===== config.mk =====
export PLATFORM = sky130hd
export DESIGN_NAME = relogio_ajuste_ctrl
export DESIGN_NICKNAME = d
export VERILOG_FILES = /design/src/rtl/relogio_ajuste_ctrl.sv
export SDC_FILE = /design/constraint.sdc
export NUM_CORES = 1
export LEC_CHECK = 0
export ABC_CLOCK_PERIOD_IN_PS = 3900
export CELL_PAD_IN_SITES_DETAIL_PLACEMENT = 0
export CELL_PAD_IN_SITES_GLOBAL_PLACEMENT = 1
export CORE_MARGIN = 1
export CORE_UTILIZATION = 49
export DETAILED_ROUTE_END_ITERATION = 16
export PLACE_DENSITY = 0.9
export SETUP_SLACK_MARGIN = 0.2
export SYNTH_ARGS = -nofsm -noshare
export SYNTH_HDL_FRONTEND = slang
export SYNTH_SLANG_ARGS = --single-unit

===== constraint.sdc =====
create_clock -name clk_100MHz -period 3.9 [get_ports clk_100MHz]
set_input_delay 1.17 -clock clk_100MHz [delete_from_list [all_inputs] [get_ports clk_100MHz]]
set_output_delay 1.17 -clock clk_100MHz [all_outputs]
set_load 0.02 [all_outputs]

===== src/rtl/relogio_ajuste_ctrl.sv =====
// Timekeeping and adjust-mode controller for the 24 h clock: 1 Hz prescaler,
// hh:mm:ss counters and the button-driven NORMAL/AJ_SEG/AJ_MIN/AJ_HORA FSM.
module relogio_ajuste_ctrl #(
    parameter int CLK_HZ    = 100_000_000,
    parameter int TIMEOUT_S = 10
) (
    input  logic       clk_100MHz,
    input  logic       reset,
    input  logic       btn_modo,
    input  logic       btn_inc,
    input  logic       btn_dec,
    output logic [5:0] segundos,
    output logic [5:0] minutos,
    output logic [5:0] horas,
    output logic [1:0] modo_ajuste,
    output logic       tick_1hz
);

    localparam int            PW         = (CLK_HZ > 1) ? $clog2(CLK_HZ) : 1;
    localparam int            IW         = $clog2(TIMEOUT_S + 1);
    localparam logic [PW-1:0] PRESC_LAST = PW'(CLK_HZ - 1);
    localparam logic [IW-1:0] IDLE_LAST  = IW'(TIMEOUT_S - 1);

    typedef enum logic [1:0] {
        NORMAL  = 2'b00,
        AJ_SEG  = 2'b01,
        AJ_MIN  = 2'b10,
        AJ_HORA = 2'b11
    } estado_t;

    estado_t       estado;
    logic [PW-1:0] presc;
    logic [IW-1:0] idle;
    // [0],[1] synchronize the raw button, [2] holds the previous synchronized value
    logic [2:0]    modo_sr;
    logic [2:0]    inc_sr;
    logic [2:0]    dec_sr;
    logic          modo_p;
    logic          inc_p;
    logic          dec_p;
    logic          timeout;

    assign modo_p      = modo_sr[1] & ~modo_sr[2];
    assign inc_p       = inc_sr[1] & ~inc_sr[2];
    assign dec_p       = dec_sr[1] & ~dec_sr[2];
    assign tick_1hz    = (presc == PRESC_LAST);
    assign timeout     = tick_1hz && (idle == IDLE_LAST);
    assign modo_ajuste = estado;

    function automatic logic [5:0] passo(input logic [5:0] v, input logic [5:0] topo,
                                         input logic sobe);
        if (sobe) return (v == topo) ? 6'd0 : v + 6'd1;
        return (v == 6'd0) ? topo : v - 6'd1;
    endfunction

    // NOTE: every register here is assigned with <= so all updates in one edge
    // see the same pre-edge values, regardless of statement order.
    always_ff @(posedge clk_100MHz or negedge reset) begin
        if (!reset) begin
            estado   <= NORMAL;
            presc    <= '0;
            idle     <= '0;
            modo_sr  <= '0;
            inc_sr   <= '0;
            dec_sr   <= '0;
            segundos <= '0;
            minutos  <= '0;
            horas    <= '0;
        end else begin
            modo_sr <= {modo_sr[1:0], btn_modo};
            inc_sr  <= {inc_sr[1:0], btn_inc};
            dec_sr  <= {dec_sr[1:0], btn_dec};
            presc   <= tick_1hz ? '0 : presc + 1'b1;

            if (estado == NORMAL) begin
                if (tick_1hz) begin
                    segundos <= passo(segundos, 6'd59, 1'b1);
                    if (segundos == 6'd59) begin
                        minutos <= passo(minutos, 6'd59, 1'b1);
                        if (minutos == 6'd59) horas <= passo(horas, 6'd23, 1'b1);
                    end
                end
                if (modo_p) begin
                    estado <= AJ_SEG;
                    idle   <= '0;
                end
            end else if (modo_p) begin
                // A timeout in the same cycle as modo is a single exit, not exit+advance
                idle <= '0;
                if (timeout || estado == AJ_HORA) begin
                    estado <= NORMAL;
                    presc  <= '0;
                end else begin
                    estado <= estado_t'(estado + 2'd1);
                end
            end else if (inc_p != dec_p) begin
                idle <= '0;
                case (estado)
                    AJ_SEG:  segundos <= passo(segundos, 6'd59, inc_p);
                    AJ_MIN:  minutos  <= passo(minutos, 6'd59, inc_p);
                    default: horas    <= passo(horas, 6'd23, inc_p);
                endcase
            end else if (timeout) begin
                estado <= NORMAL;
                presc  <= '0;
                idle   <= '0;
            end else if (tick_1hz) begin
                idle <= idle + 1'b1;
            end
        end
    end

endmodule

* Word-level counts from Yosys, hierarchy flattened *
Index checks and enable logic that the tools add are counted.

storage, ports and cells
  bits in registers = 60
  bits in latches = 0
  bits in writable memories = 0
  bits in read-only memories = 0
  output and inout bits = 21
  logic and storage cells = 130
  memories kept = 0

operators by class
  add/subtract/negate cells = 9
  multipliers = 0
  div/mod/pow operators = 0
  $lt $le $gt $ge = 0
  equal/unequal tests = 16
  shifts and indexed selects = 0
  muxes and demuxes = 73
  bitwise operators = 6
  reduce and logical (&&, ||, !) cells = 17

operators with widths
  cell                                                                   number
  6-bit 2-to-1 mux                                                       33
  27-bit 2-to-1 mux                                                      6
  27-bit by 1-bit adder with 27-bit output, second input constant        1
  27-bit equality test, second input constant                            1
  4-bit 2-to-1 mux                                                       6
  1-bit 2-to-1 mux                                                       22
  6-bit by 1-bit adder with 6-bit output, second input constant          3
  6-bit logical NOT                                                      3
  6-bit by 1-bit subtractor with 6-bit output, second input constant     3
  6-bit equality test, second input constant                             2
  2-bit 2-to-1 mux                                                       6
  2-bit by 1-bit != test with 1-bit output, second input constant        4
  2-bit nonzero test                                                     4
  6-bit by 5-bit equality test with 1-bit output, second input constant  1
  2-bit != test, second input constant                                   3
  6-bit AND reduction                                                    1
  5-bit AND reduction                                                    1
  4-bit by 1-bit adder with 4-bit output, second input constant          1
  2-bit equality test, second input constant                             2
  4-bit equality test, second input constant                             1
  4-bit AND reduction                                                    1
  4-bit nonzero test                                                     1
  1-bit AND                                                              3
  1-bit NOT                                                              3
  other kinds (9)                                                        9

* Depth between registers and ports, before layout *
Gate-level depths: netlist (run 1).

  word-level depth = 12
  depth in mapped cells = 10
  depth with buffers taken out = 7

* Least setup slack after synthesis (run 1) *
OpenSTA, ideal clock, no wires.

  path kind = flip-flop to output port
  start = register presc[9]
  end = output port tick_1hz
  arrival = 1676 ps
  slack = 1054 ps
  cell stages (with the launch flop) = 5
  buffers on the path = 1
  cells stage by stage = dfrtp_1 or4_4 nor4_4 and2_1 buf_2

on the way
  cells in the longest elaborated chain, start to end = 1

RTL lines
  what                    line  text
  from (decl)             32    logic [PW-1:0] presc;
  from (signal assigned)  73    presc <= tick_1hz ? '0 : presc + 1'b1;
  27-bit equality test    46    assign tick_1hz = (presc == PRESC_LAST);
  to (decl)               16    output logic tick_1hz

Every way passes these cells.

* Worst setup path in the final report (run 1) *
Same ends and word-level chain as after synthesis.

==> impl_metrics.ini, run 1 <==
[place]
dpl_cell_area_mm2 = 0.003946
numPortBuffers = 25
gp_congestion = 0.7794
hpwl_mm = 5.462
post-place-cells = 510

[global_route]
met2_usage_pct = 34.48
grt_use_total_pct = 22.32
grt_util_met1_pct = 31.31
grt_max_degree = 30
antenna_found_initial = 0
grt_pass1_vias = 2813
use_met3_pct = 4.757
grt_pass1_wl_mm = 13.26
grt_overflow = 0
busiest_layer = met2

[floorplanning]
fp.coreArea_mm2 = 0.007253
die-area_mm2 = 0.007826
die_x_um = 88.47
ios = 26
die_y_um = 88.47
rows = 31
start_util_pct = 50.51

[hold_path]
min_path_type = reg2reg
min_from = dec_sr[0]$_DFF_PN0_
hold_end = dec_sr[1]$_DFF_PN0_
hold_path_depth = 0

[cts]
clk_pin_slew_ns = 0.07
clk_latency_ns = 0.34
cts_hold_buf = 0
cts.sinks = 60
htreeDepth = 3
cts_root_buf = clkbuf_8
clockBufferDepth = 2
cts_tree = done
numCtsBuffers = 9

[critical_path]
criticalPathCategory = reg2out
max_stage_delay_ns = 0.56
path_cells = or4_4 -> nor4_4 -> and2_1 -> dlygate4sd2_1
reg2reg_depth = 5
critPathLaunchType = flip-flop
cp_max_fo = 6
cpLargestDelayFamily = simple AND/OR/NAND/NOR gates
rr_startpoint = presc[9]$_DFF_PN0_
critPathRequiredTime_ns = 2.73
r2r_end = presc[23]$_DFF_PN0_
r2r_slack_ns = 1.35
crit_arrival_ns = 2.25
critPathSlowestCell = or4_4
cp-end-kind = output port
worst-path-buf-inv = 1

[logic_synthesis]
yosysUniqueCellTypes = 59
synth-seq-cells = 60
ys_async_sr_fraction_pct = 100.0
synth_nets = 426
seq_area_frac_synth_pct = 40.98
ys_dominant_reg_cell = dfrtp_1
syn_area_mm2 = 0.003664
synth_edf_count = 0
postSynthCellCount = 405
syn_area_per_cell_um2 = 9.046
ys_warn_count = 0

[route]
drt_first_pass_iters = 7
detail-route-antenna-nets = 0
drc = 0
vias = 3079
drt_iter0_drc = 175
viasPerCell = 5.843
wl_per_cell_um = 14.88
wirelength_mm = 7.844

[outcome]
outcome = completed

[timing]
skew_ns = 0.009896
min_period_ns = 3.423
slew-limit-headroom_pct = 39.53
tightestPinTransition_ns = 0.8988
maxSlewViolCount = 0
rsz0062_at_grt = false
setup_viol = 0
finalCritPeriodShare_pct = 87.76
clock.fmax_mhz = 292.2
tns_ns = 0
finalHoldViolations = 0

[cells_and_area]
final_cell_mix = 60 x dfrtp_1, 47 x nor2_1, 24 x nand3_1, 24 x nor3_1, 23 x clkdlybuf4s50_1
syn2layout_area_growth_pct = 14.31
fin_area_mm2 = 0.004188
final_common_cell = dfrtp_1
fin_nets = 444
antenna_cells = 0
layout-drive-gt1-share_pct = 7.009
final_cells = 527
final_util_pct = 57.74

[pwr]
power_density_mw_per_mm2 = 686.6
leakage_uw = 0.001802
peakVddDrop_v = 0.0002875

[flow_run]
cap_violations = 0
## cell usage after synthesis, drive strengths merged, types with 8 or more instances
master	count	area, µm²
xnor2	13	113.9
nand4	13	87.58
ha	16	200.2
nor3	24	120.1
dfrtp	60	1501
inv	20	75.07
and3	8	50.05
clkbuf	15	56.30
nor2	48	180.2
xor2	17	148.9
o21ai	11	55.05
nand2	21	78.83
nand3	24	120.1
a21oi	15	75.07
## logic make-up after synthesis
group                    share of synthesized area [%]
XOR/XNOR                                         7.172
buffers and inverters                            5.089
multiplexers                                    0.8538
AO/OA/AOI/OAI                                    14.96
flip-flops                                       40.98
AND/OR/NAND/NOR                                  25.48
adder cells (fa/ha/maj)                          5.464
## per-layer routing
metal	up-vias	wire [µm]
met5	-	0
met4	0	68
met3	5	352
met2	84	3720
met1	1486	3703
li1	1504	-
## sequential cells by signal, indices dropped and copies added (netlist names)
register     flops
presc           27
horas            6
minutos          6
segundos         6
idle             4
dec_sr           3
inc_sr           3
modo_sr          3
modo_ajuste      2
## stage by stage
step / hold slack (ns) / setup WS [ns] / power, µW
3_3_place_gp: 0.3315 / 0.4412 / 2204
4_1_cts: 0.3493 / 0.4419 / 2888
2_1_floorplan: 0.3312 / 1.054 / 1840
3_5_place_dp: 0.3347 / 0.3811 / 2222
6_report: 0.3474 / 0.4774 / 2875
5_1_grt: 0.3541 / 0.3356 / 3096
## repair_timing
| action | CTS | global route |
|---|---|---|
| setup endpoints to repair | 1 | 0 |
| setup buffers | 1 | 0 |
| gates resized for setup | 1 | 0 |
## worst max-delay path by stage
stage	start	end	slack, ns	cells after the start
finish	presc[9]$_DFF_PN0_	tick_1hz	0.48	4
global route	presc[9]$_DFF_PN0_	tick_1hz	0.34	4
global placement	presc[9]$_DFF_PN0_	tick_1hz	0.44	4
floorplan	presc[9]$_DFF_PN0_	tick_1hz	1.05	4
CTS	presc[9]$_DFF_PN0_	tick_1hz	0.44	4
detailed placement	presc[9]$_DFF_PN0_	tick_1hz	0.38	4
## worst register-to-register path, delay by kind of cell, from the launching register on
family,cells,cell delay [ns]
AOI/OAI and AO/OA,1,0.68
DFF,1,0.44
and+or+nand+nor,4,1.28
## power by group
part	internal, µW	leakage [µW]	switching, µW
sequential	755	0.000767	248
combinational	550	0.000913	668
clock	410	0.000122	244
total	1720	0.00180	1160
## cell type report
cell class / count / area, µm²
Fill cell: 651 / 3065
Multi-Input combinational cell: 303 / 1978
Clock inverter: 4 / 70.07
Clock buffer: 12 / 165.2
Tap cell: 99 / 123.9
Sequential cell: 60 / 1501
Timing Repair Buffer: 29 / 274.0
Inverter: 20 / 75.07
Note: power is estimated with default switching activity, not from simulation.
==> run 2: changes to the inputs <==
CORE_MARGIN = not set   (was 1)
GPL_TIMING_DRIVEN = 1   (was not set)
SKIP_CTS_REPAIR_TIMING = 1   (was not set)
==> run 2 against run 1 <==
Net effect: global-route usage is the same; final area is 0.48% higher; routed wire length increased by 0.18%; via count is 0.42% higher; total power hardly changed; sequential share of layout area down 0.17 points; critical endpoint unchanged; largest power group unchanged; highest routed layer unchanged.
==> impl_metrics.ini, run 2 (synthesis results as in run 1) <==
[floorplanning]
die-area_mm2 = 0.007826
ios = 26
rows = 31
start_util_pct = 50.51
die_x_um = 88.47
fp.coreArea_mm2 = 0.007253
die_y_um = 88.47

[timing]
min_period_ns = 3.400
clock.fmax_mhz = 294.1
finalCritPeriodShare_pct = 87.18
rsz0062_at_grt = false
tightestPinTransition_ns = 0.8982
skew_ns = 0.01164
tns_ns = 0
maxSlewViolCount = 0
finalHoldViolations = 0
setup_viol = 0
slew-limit-headroom_pct = 39.57

[critical_path]
cp-end-kind = output port
rr_startpoint = presc[9]$_DFF_PN0_
cp_max_fo = 6
critPathRequiredTime_ns = 2.73
critPathLaunchType = flip-flop
criticalPathCategory = reg2out
max_stage_delay_ns = 0.57
path_cells = or4_4 -> nor4_4 -> and2_2 -> dlymetal6s2s_1
cp-startpoint = presc[9]$_DFF_PN0_
critPathSlowestCell = or4_4
crit_arrival_ns = 2.23

[route]
wirelength_mm = 7.858
viasPerCell = 5.845
vias = 3092
drc = 0
drt_iter0_drc = 214
wl_per_cell_um = 14.85
drt_first_pass_iters = 5
detail-route-antenna-nets = 0

[cts]
clk_latency_ns = 0.34
clockBufferDepth = 2
htreeDepth = 3
numCtsBuffers = 9
cts_tree = done
cts.sinks = 60
cts_root_buf = clkbuf_8
clk_pin_slew_ns = 0.07

[cells_and_area]
largest_register_ffs = 27
antenna_cells = 0
fin_nets = 446
final_common_cell = dfrtp_1
final_cell_mix = 60 x dfrtp_1, 47 x nor2_1, 24 x nand3_1, 24 x nor3_1, 23 x clkdlybuf4s50_1
layout-drive-gt1-share_pct = 7.674
syn2layout_area_growth_pct = 14.86
regMostFlops = presc
fin_area_mm2 = 0.004208
final_util_pct = 58.01

[place]
numPortBuffers = 25
dpl_cell_area_mm2 = 0.003946
hpwl_mm = 5.462
gp_congestion = 0.7794

[pwr]
p_clk_share_pct = 22.8
p_comb_share_pct = 42.3
netSwitchingPower_uw = 1160
leakage_uw = 0.001828
power_density_mw_per_mm2 = 683.4
peakVddDrop_v = 0.0002853
p_int_uw = 1715
swShare_pct = 40.35
p_seq_share_pct = 34.9

[global_route]
antenna_found_initial = 0
grt_pass1_vias = 2810
grt_pass1_wl_mm = 13.26
grt_max_degree = 30
grt_overflow = 0
grt_use_total_pct = 22.32

[hold_path]
min_from = dec_sr[0]$_DFF_PN0_
min_path_type = reg2reg

[outcome]
outcome = completed

[flow_run]
cap_violations = 0
## run 2: worst paths after layout
kind	endpoint	slack, ns	cells past startpoint
max in group asynchronous	presc[16]$_DFF_PN0_	2.30	2
worst min register to register	dec_sr[1]$_DFF_PN0_	0.35	0
worst min-delay path	dec_sr[1]$_DFF_PN0_	0.35	0
worst max-delay path	tick_1hz	0.50	4
worst max register to register	presc[23]$_DFF_PN0_	1.26	5
min in group asynchronous	horas[2]$_DFFE_PN0P_	0.87	1
## run 2: layout make-up
type | instances | area (µm²)
Fill cell | 649 | 3045
Multi-Input combinational cell | 303 | 1979
Sequential cell | 60 | 1501
Timing Repair Buffer | 31 | 292.8
Clock buffer | 12 | 165.2
Tap cell | 99 | 123.9
Inverter | 20 | 75.07
Clock inverter | 4 | 70.07
## run 2: worst max-delay path: cells and delay by family, from the launching register on
| kind | cells | cell delay, ns |
|---|---|---|
| DFF | 1 | 0.44 |
| and+or+nand+nor | 3 | 1.22 |
| buffers and inverters | 1 | 0.23 |
## run 2: through the flow
step / hold WS [ns] / setup WS (ns) / total power (µW) / instances
floorplan: 0.3312 / 1.054 / 1840 / 405
global route: 0.3541 / 0.3731 / 3097 / 529
detailed placement: 0.3347 / 0.3811 / 2222 / 510
global placement: 0.3315 / 0.4412 / 2204 / 510
CTS: 0.3493 / 0.007418 / 2888 / 526
finish: 0.3474 / 0.5000 / 2876 / 529
## run 2: layer usage
layer	track usage, %	up-vias	share of wire, %
met5	0	-	0
met4	7.625	0	0.87
met3	4.757	5	4.4
met2	34.41	80	47
met1	31.37	1500	47
li1	-	1507	-
## run 2: power groups by stage
| stage | Sequential (µW) | Combinational, µW | Clock [µW] |
|---|---|---|---|
| 2_1_floorplan | 1020 | 821 | 0 |
| 3_3_place_gp | 1000 | 1200 | 0 |
| 3_5_place_dp | 1010 | 1210 | 0 |
| 4_1_cts | 998 | 1220 | 672 |
| 5_1_grt | 1040 | 1360 | 700 |
| 6_report | 1000 | 1220 | 655 |
